File: src/rtl/seq_comparator.sv
// seq_comparator: multi-cycle WIDTH-bit magnitude comparator, CHUNK bits per
// clock, MSB chunk first, with unsigned/two's-complement mode and a
// start/busy/done handshake.
//
// Ports:
//   clk          rising-edge clock
//   rst          synchronous active-high reset
//   start        request, sampled only while busy=0
//   Signed_Mode  0 = unsigned, 1 = two's complement (latched on start)
//   A, B         WIDTH-bit operands (latched on start)
//   busy         high while comparing
//   done         one-cycle pulse, result valid
//   Same         A == B
//   A_High       A > B
//   B_High       B > A
module seq_comparator #(
    parameter int unsigned WIDTH      = 20,
    parameter int unsigned CHUNK      = 4,
    parameter int unsigned EARLY_EXIT = 1
) (
    input  logic             clk,
    input  logic             rst,
    input  logic             start,
    input  logic             Signed_Mode,
    input  logic [WIDTH-1:0] A,
    input  logic [WIDTH-1:0] B,
    output logic             busy,
    output logic             done,
    output logic             Same,
    output logic             A_High,
    output logic             B_High
);

    localparam int unsigned NCHUNK = WIDTH / CHUNK;
    localparam int unsigned IDXW   = (NCHUNK > 1) ? $clog2(NCHUNK) : 1;
    localparam logic [IDXW-1:0] IDX_TOP = IDXW'(NCHUNK - 1);

    typedef enum logic [1:0] {
        ST_IDLE = 2'd0,
        ST_CMP  = 2'd1,
        ST_DONE = 2'd2
    } state_e;

    state_e            state_q, state_d;
    logic [WIDTH-1:0]  a_q, a_d;
    logic [WIDTH-1:0]  b_q, b_d;
    logic              signed_q, signed_d;
    logic [IDXW-1:0]   idx_q, idx_d;
    logic              hit_q, hit_d;     // a differing chunk has been seen
    logic              gt_q, gt_d;       // at first difference, A chunk was larger
    logic              same_q, same_d;
    logic              a_high_q, a_high_d;
    logic              b_high_q, b_high_d;
    logic              busy_q, busy_d;
    logic              done_q, done_d;

    logic [CHUNK-1:0]  a_chunk, b_chunk;
    logic              new_hit, new_gt, finish;

    // State and datapath registers
    always_ff @(posedge clk) begin
        if (rst) begin
            state_q  <= ST_IDLE;
            a_q      <= '0;
            b_q      <= '0;
            signed_q <= 1'b0;
            idx_q    <= '0;
            hit_q    <= 1'b0;
            gt_q     <= 1'b0;
            same_q   <= 1'b0;
            a_high_q <= 1'b0;
            b_high_q <= 1'b0;
            busy_q   <= 1'b0;
            done_q   <= 1'b0;
        end else begin
            state_q  <= state_d;
            a_q      <= a_d;
            b_q      <= b_d;
            signed_q <= signed_d;
            idx_q    <= idx_d;
            hit_q    <= hit_d;
            gt_q     <= gt_d;
            same_q   <= same_d;
            a_high_q <= a_high_d;
            b_high_q <= b_high_d;
            busy_q   <= busy_d;
            done_q   <= done_d;
        end
    end

    // Next-state, chunk compare and result logic
    always_comb begin
        state_d  = state_q;
        a_d      = a_q;
        b_d      = b_q;
        signed_d = signed_q;
        idx_d    = idx_q;
        hit_d    = hit_q;
        gt_d     = gt_q;
        same_d   = same_q;
        a_high_d = a_high_q;
        b_high_d = b_high_q;

        a_chunk = CHUNK'(a_q >> (int'(idx_q) * CHUNK));
        b_chunk = CHUNK'(b_q >> (int'(idx_q) * CHUNK));
        // Flipping the sign bit maps two's complement onto unsigned ordering
        if (idx_q == IDX_TOP) begin
            a_chunk[CHUNK-1] = a_chunk[CHUNK-1] ^ signed_q;
            b_chunk[CHUNK-1] = b_chunk[CHUNK-1] ^ signed_q;
        end

        new_hit = hit_q | (a_chunk != b_chunk);
        new_gt  = hit_q ? gt_q : (a_chunk > b_chunk);
        finish  = (idx_q == '0) || ((EARLY_EXIT != 0) && new_hit);

        case (state_q)
            ST_IDLE, ST_DONE: begin
                if (start) begin
                    a_d      = A;
                    b_d      = B;
                    signed_d = Signed_Mode;
                    idx_d    = IDX_TOP;
                    hit_d    = 1'b0;
                    gt_d     = 1'b0;
                    same_d   = 1'b0;
                    a_high_d = 1'b0;
                    b_high_d = 1'b0;
                    state_d  = ST_CMP;
                end else if (state_q == ST_DONE) begin
                    state_d = ST_IDLE;
                end
            end
            ST_CMP: begin
                hit_d = new_hit;
                gt_d  = new_gt;
                // Results stay hidden until done so all three read 0 mid-compare
                if (finish) begin
                    same_d   = ~new_hit;
                    a_high_d = new_hit & new_gt;
                    b_high_d = new_hit & ~new_gt;
                    state_d  = ST_DONE;
                end else begin
                    idx_d = idx_q - IDXW'(1);
                end
            end
            default: state_d = ST_IDLE;
        endcase

        busy_d = (state_d == ST_CMP);
        done_d = (state_d == ST_DONE);
    end

    assign busy   = busy_q;
    assign done   = done_q;
    assign Same   = same_q;
    assign A_High = a_high_q;
    assign B_High = b_high_q;

endmodule

File: config.mk
export PLATFORM = sky130hd
export DESIGN_NAME = seq_comparator
export DESIGN_NICKNAME = d
export VERILOG_FILES = /design/src/rtl/seq_comparator.sv
export SDC_FILE = /design/constraint.sdc
export NUM_CORES = 1
export LEC_CHECK = 0
export BUFFER_PORTS_ARGS = -buffer_cell sky130_fd_sc_hd__buf_2
export CAP_MARGIN = 20
export CELL_PAD_IN_SITES_DETAIL_PLACEMENT = 1
export CELL_PAD_IN_SITES_GLOBAL_PLACEMENT = 1
export CORE_ASPECT_RATIO = 0.7
export CORE_MARGIN = 2
export CORE_UTILIZATION = 40
export DETAILED_ROUTE_END_ITERATION = 7
export PLACE_DENSITY_LB_ADDON = 0.08
export RECOVER_POWER = 50
export SYNTH_ARGS = -nofsm -noshare
export SYNTH_HDL_FRONTEND = slang
export SYNTH_SLANG_ARGS = --single-unit
File: constraint.sdc
create_clock -name clk -period 2.8 [get_ports clk]
set_input_delay 0.28 -clock clk [delete_from_list [all_inputs] [get_ports clk]]
set_output_delay 0.28 -clock clk [all_outputs]
set_load 0.1 [all_outputs]
==> results.ini <==
[global_routing]
grt_pass1_wl_mm = 9.128
grt_pass1_vias = 1905
grt_max_degree = 54
grt_util_met3 = 0.03634
grt_util_met1 = 0.2640
met2_usage = 0.2914
antenna_found_initial = 0
grt_most_used_layer = met2
gr-total-overflow = 0
grt.total_usage = 0.1860

[clock_network]
clock_path_buffers = 2
cts_buffers = 5
cts_tree = built
cts-root-buf = clkbuf_8
htree_levels = 2
clk_latency_ns = 0.30
cts.reportedPaths.clkPinSlew_ns = 0.10
hold_buffers = 0
clkSinkCount = 53

[sta]
fin_crit_ns = 2.610
finalHoldViolations = 0
worstMarginPinSlew_ns = 1.167
slew_violations = 0
relSlewSlack = 0.2253
setup_viol = 0
finalClockSkew_ns = 0.009775
fin_crit_sh = 0.9322
timing.fmax_mhz = 383.1

[power_and_ir_drop]
cellLeakagePower_uw = 0.001092
swShare = 0.2730
p_total_uw = 1644
p_per_area_mw_per_mm2 = 599.6
pwr-share-seq = 0.506
switchingPower_uw = 448.7
ir_drop_mv = 0.2055
pwr-share-clk = 0.330
p_comb_frac = 0.164
p_int_uw = 1195

[logic_synthesis]
ys_types = 33
synth_area_leader_cell = dfxtp_1
avgSynthCellArea_sq_um = 8.468
synth_cells = 276
synth_seq_cells = 53
synth_area_sq_mm = 0.002337
netlist.area_leader.share = 0.4540
syn-num-nets = 326
ys_top_cells_by_area = dfxtp_1, nand2_1, a21oi_1, mux4_2, ha_1
yosys_warnings = 0
yosysSeqAreaShare = 0.4540

[floorplanning]
ios = 49
fp.dieH_um = 67.96
core-area_sq_mm = 0.005669
rows = 23
dieArea_sq_mm = 0.006481
die_width_um = 95.37
start_util = 0.4123

[worst_setup_path]
end_kind = register
cp.required_ns = 2.95
crit_path_start_kind = register
arrival_ns = 2.76
path_max_fanout = 4
path_class = reg -> reg

[layout]
stdcell_count = 396
fillCellCount = 712
final_common_cell = nand2_1
drive_gt1_frac = 0.2274
diodes = 0
most-common-layout-cells = nand2_1, dfxtp_1, a21oi_1, buf_2, nor2_1
final_area_sq_mm = 0.002741
nNetsFinal = 370
area_growth_pct = 17.29

[route]
num_vias = 1960
vias_per_cell = 4.949
dr.pass1.iters = 4
initialDrtViolationCount = 72
wl_mm = 5.553
drcViolationCount = 0
drt-wirelength-per-cell_um = 14.02
postRouteAntennaNets = 0

[outcome]
outcome = finished clean

[placement]
dpl.hpwl_mm = 3.851
place.gp.congestion = 0.7920
dpl_cell_area_sq_mm = 0.002621
place_inst = 387
numPortBuffers = 48

[flow_run]
cap_violations = 0

[worst_hold_path]
hp-class = in -> reg

-- worst max-delay path: stages, from the launching register on --
cell,delay [ns]
dfxtp_1,0.37
buf_4,0.16
mux4_2,0.50
nor2b_1,0.14
a31oi_1,0.20
ha_1,0.17
nand4_1,0.17
nor4b_4,0.39
buf_4,0.18
xnor2_1,0.11
nor3_1,0.06
-- power by group through the flow --
stage | Combinational [uW] | Clock, uW | Sequential [uW]
floorplan | 171 | 0 | 871
global placement | 265 | 0 | 849
detailed placement | 271 | 0 | 850
CTS | 273 | 552 | 833
global route | 303 | 595 | 839
finish | 270 | 542 | 832
-- Yosys cell counts (all sizes together) --
master       count
a211oi           2
a211o            1
nor2b            2
a2111oi          1
a2bb2oi          1
dfxtp           53
buf             11
nor3             2
a21oi           47
clkbuf           8
nand4bb          1
ha               6
xnor2            3
xor2             1
inv              6
a31oi            3
and2b            2
mux4             8
nor4b            1
dlygate4sd1      1
nand2b           3
nand3            5
o21ai            5
nor2            11
nand2           89
or2b             1
nand4            1
a21o             1
-- worst paths after layout --
check                           startpoint       end  slack [ns]  depth (start not counted)
worst max-delay path              idx_q[0]  idx_q[0]        0.19                         10
worst min-delay path                 B[12]   b_q[12]        0.20                          3
worst max register to register    idx_q[0]  idx_q[0]        0.19                         10
worst min register to register     a_q[12]   a_q[12]        0.46                          2
-- cells by family after synthesis --
family | share of synthesized area
compound gates | 0.1429
xor+xnor | 0.01499
fa+ha+maj | 0.03212
buf+inv | 0.05674
flops | 0.4540
mux | 0.07709
simple gates | 0.2222
-- layout make-up --
class,count,area (sq um),share of cell area
tap,75,93.84,0.03423
clock buffer,7,86.33,0.03149
clock inverter,1,30.03,0.01095
inverter,6,22.52,0.008215
sequential,53,1061,0.3870
multi-input combinational,197,1144,0.4172
timing repair buffer,57,304.0,0.1109
-- routing by layer --
layer  part of all wire  vias to the layer above
met5                  0                        -
met4             0.0079                        0
met3              0.032                        5
met2               0.43                       28
met1               0.53                      919
li1                   -                     1008
-- stage by stage --
stage	setup WS (ns)	hold WS [ns]	setup TNS, ns	util
floorplan	0.3458	0.4160	0	-
global placement	0.3045	0.4400	0	0.4624
global route	-0.01958	0.1948	-0.02125	0.4836
finish	0.1900	0.2023	0	0.4836
CTS	0.1608	0.1995	0	0.4829
detailed placement	0.1944	0.4473	0	0.4624
-- timing repair --
item,CTS,global route
setup buffers,0,1
resized for setup,0,1
setup endpoints to repair,0,3
-- state kept, by name, summed over array words and instances (netlist names) --
signal	cells
busy	1
state_q	2
B_High	1
b_q	20
Same	1
gt_q	1
signed_q	1
A_High	1
done	1
hit_q	1
idx_q	3
a_q	20
No activity file was read; power rests on OpenSTA's default activity.
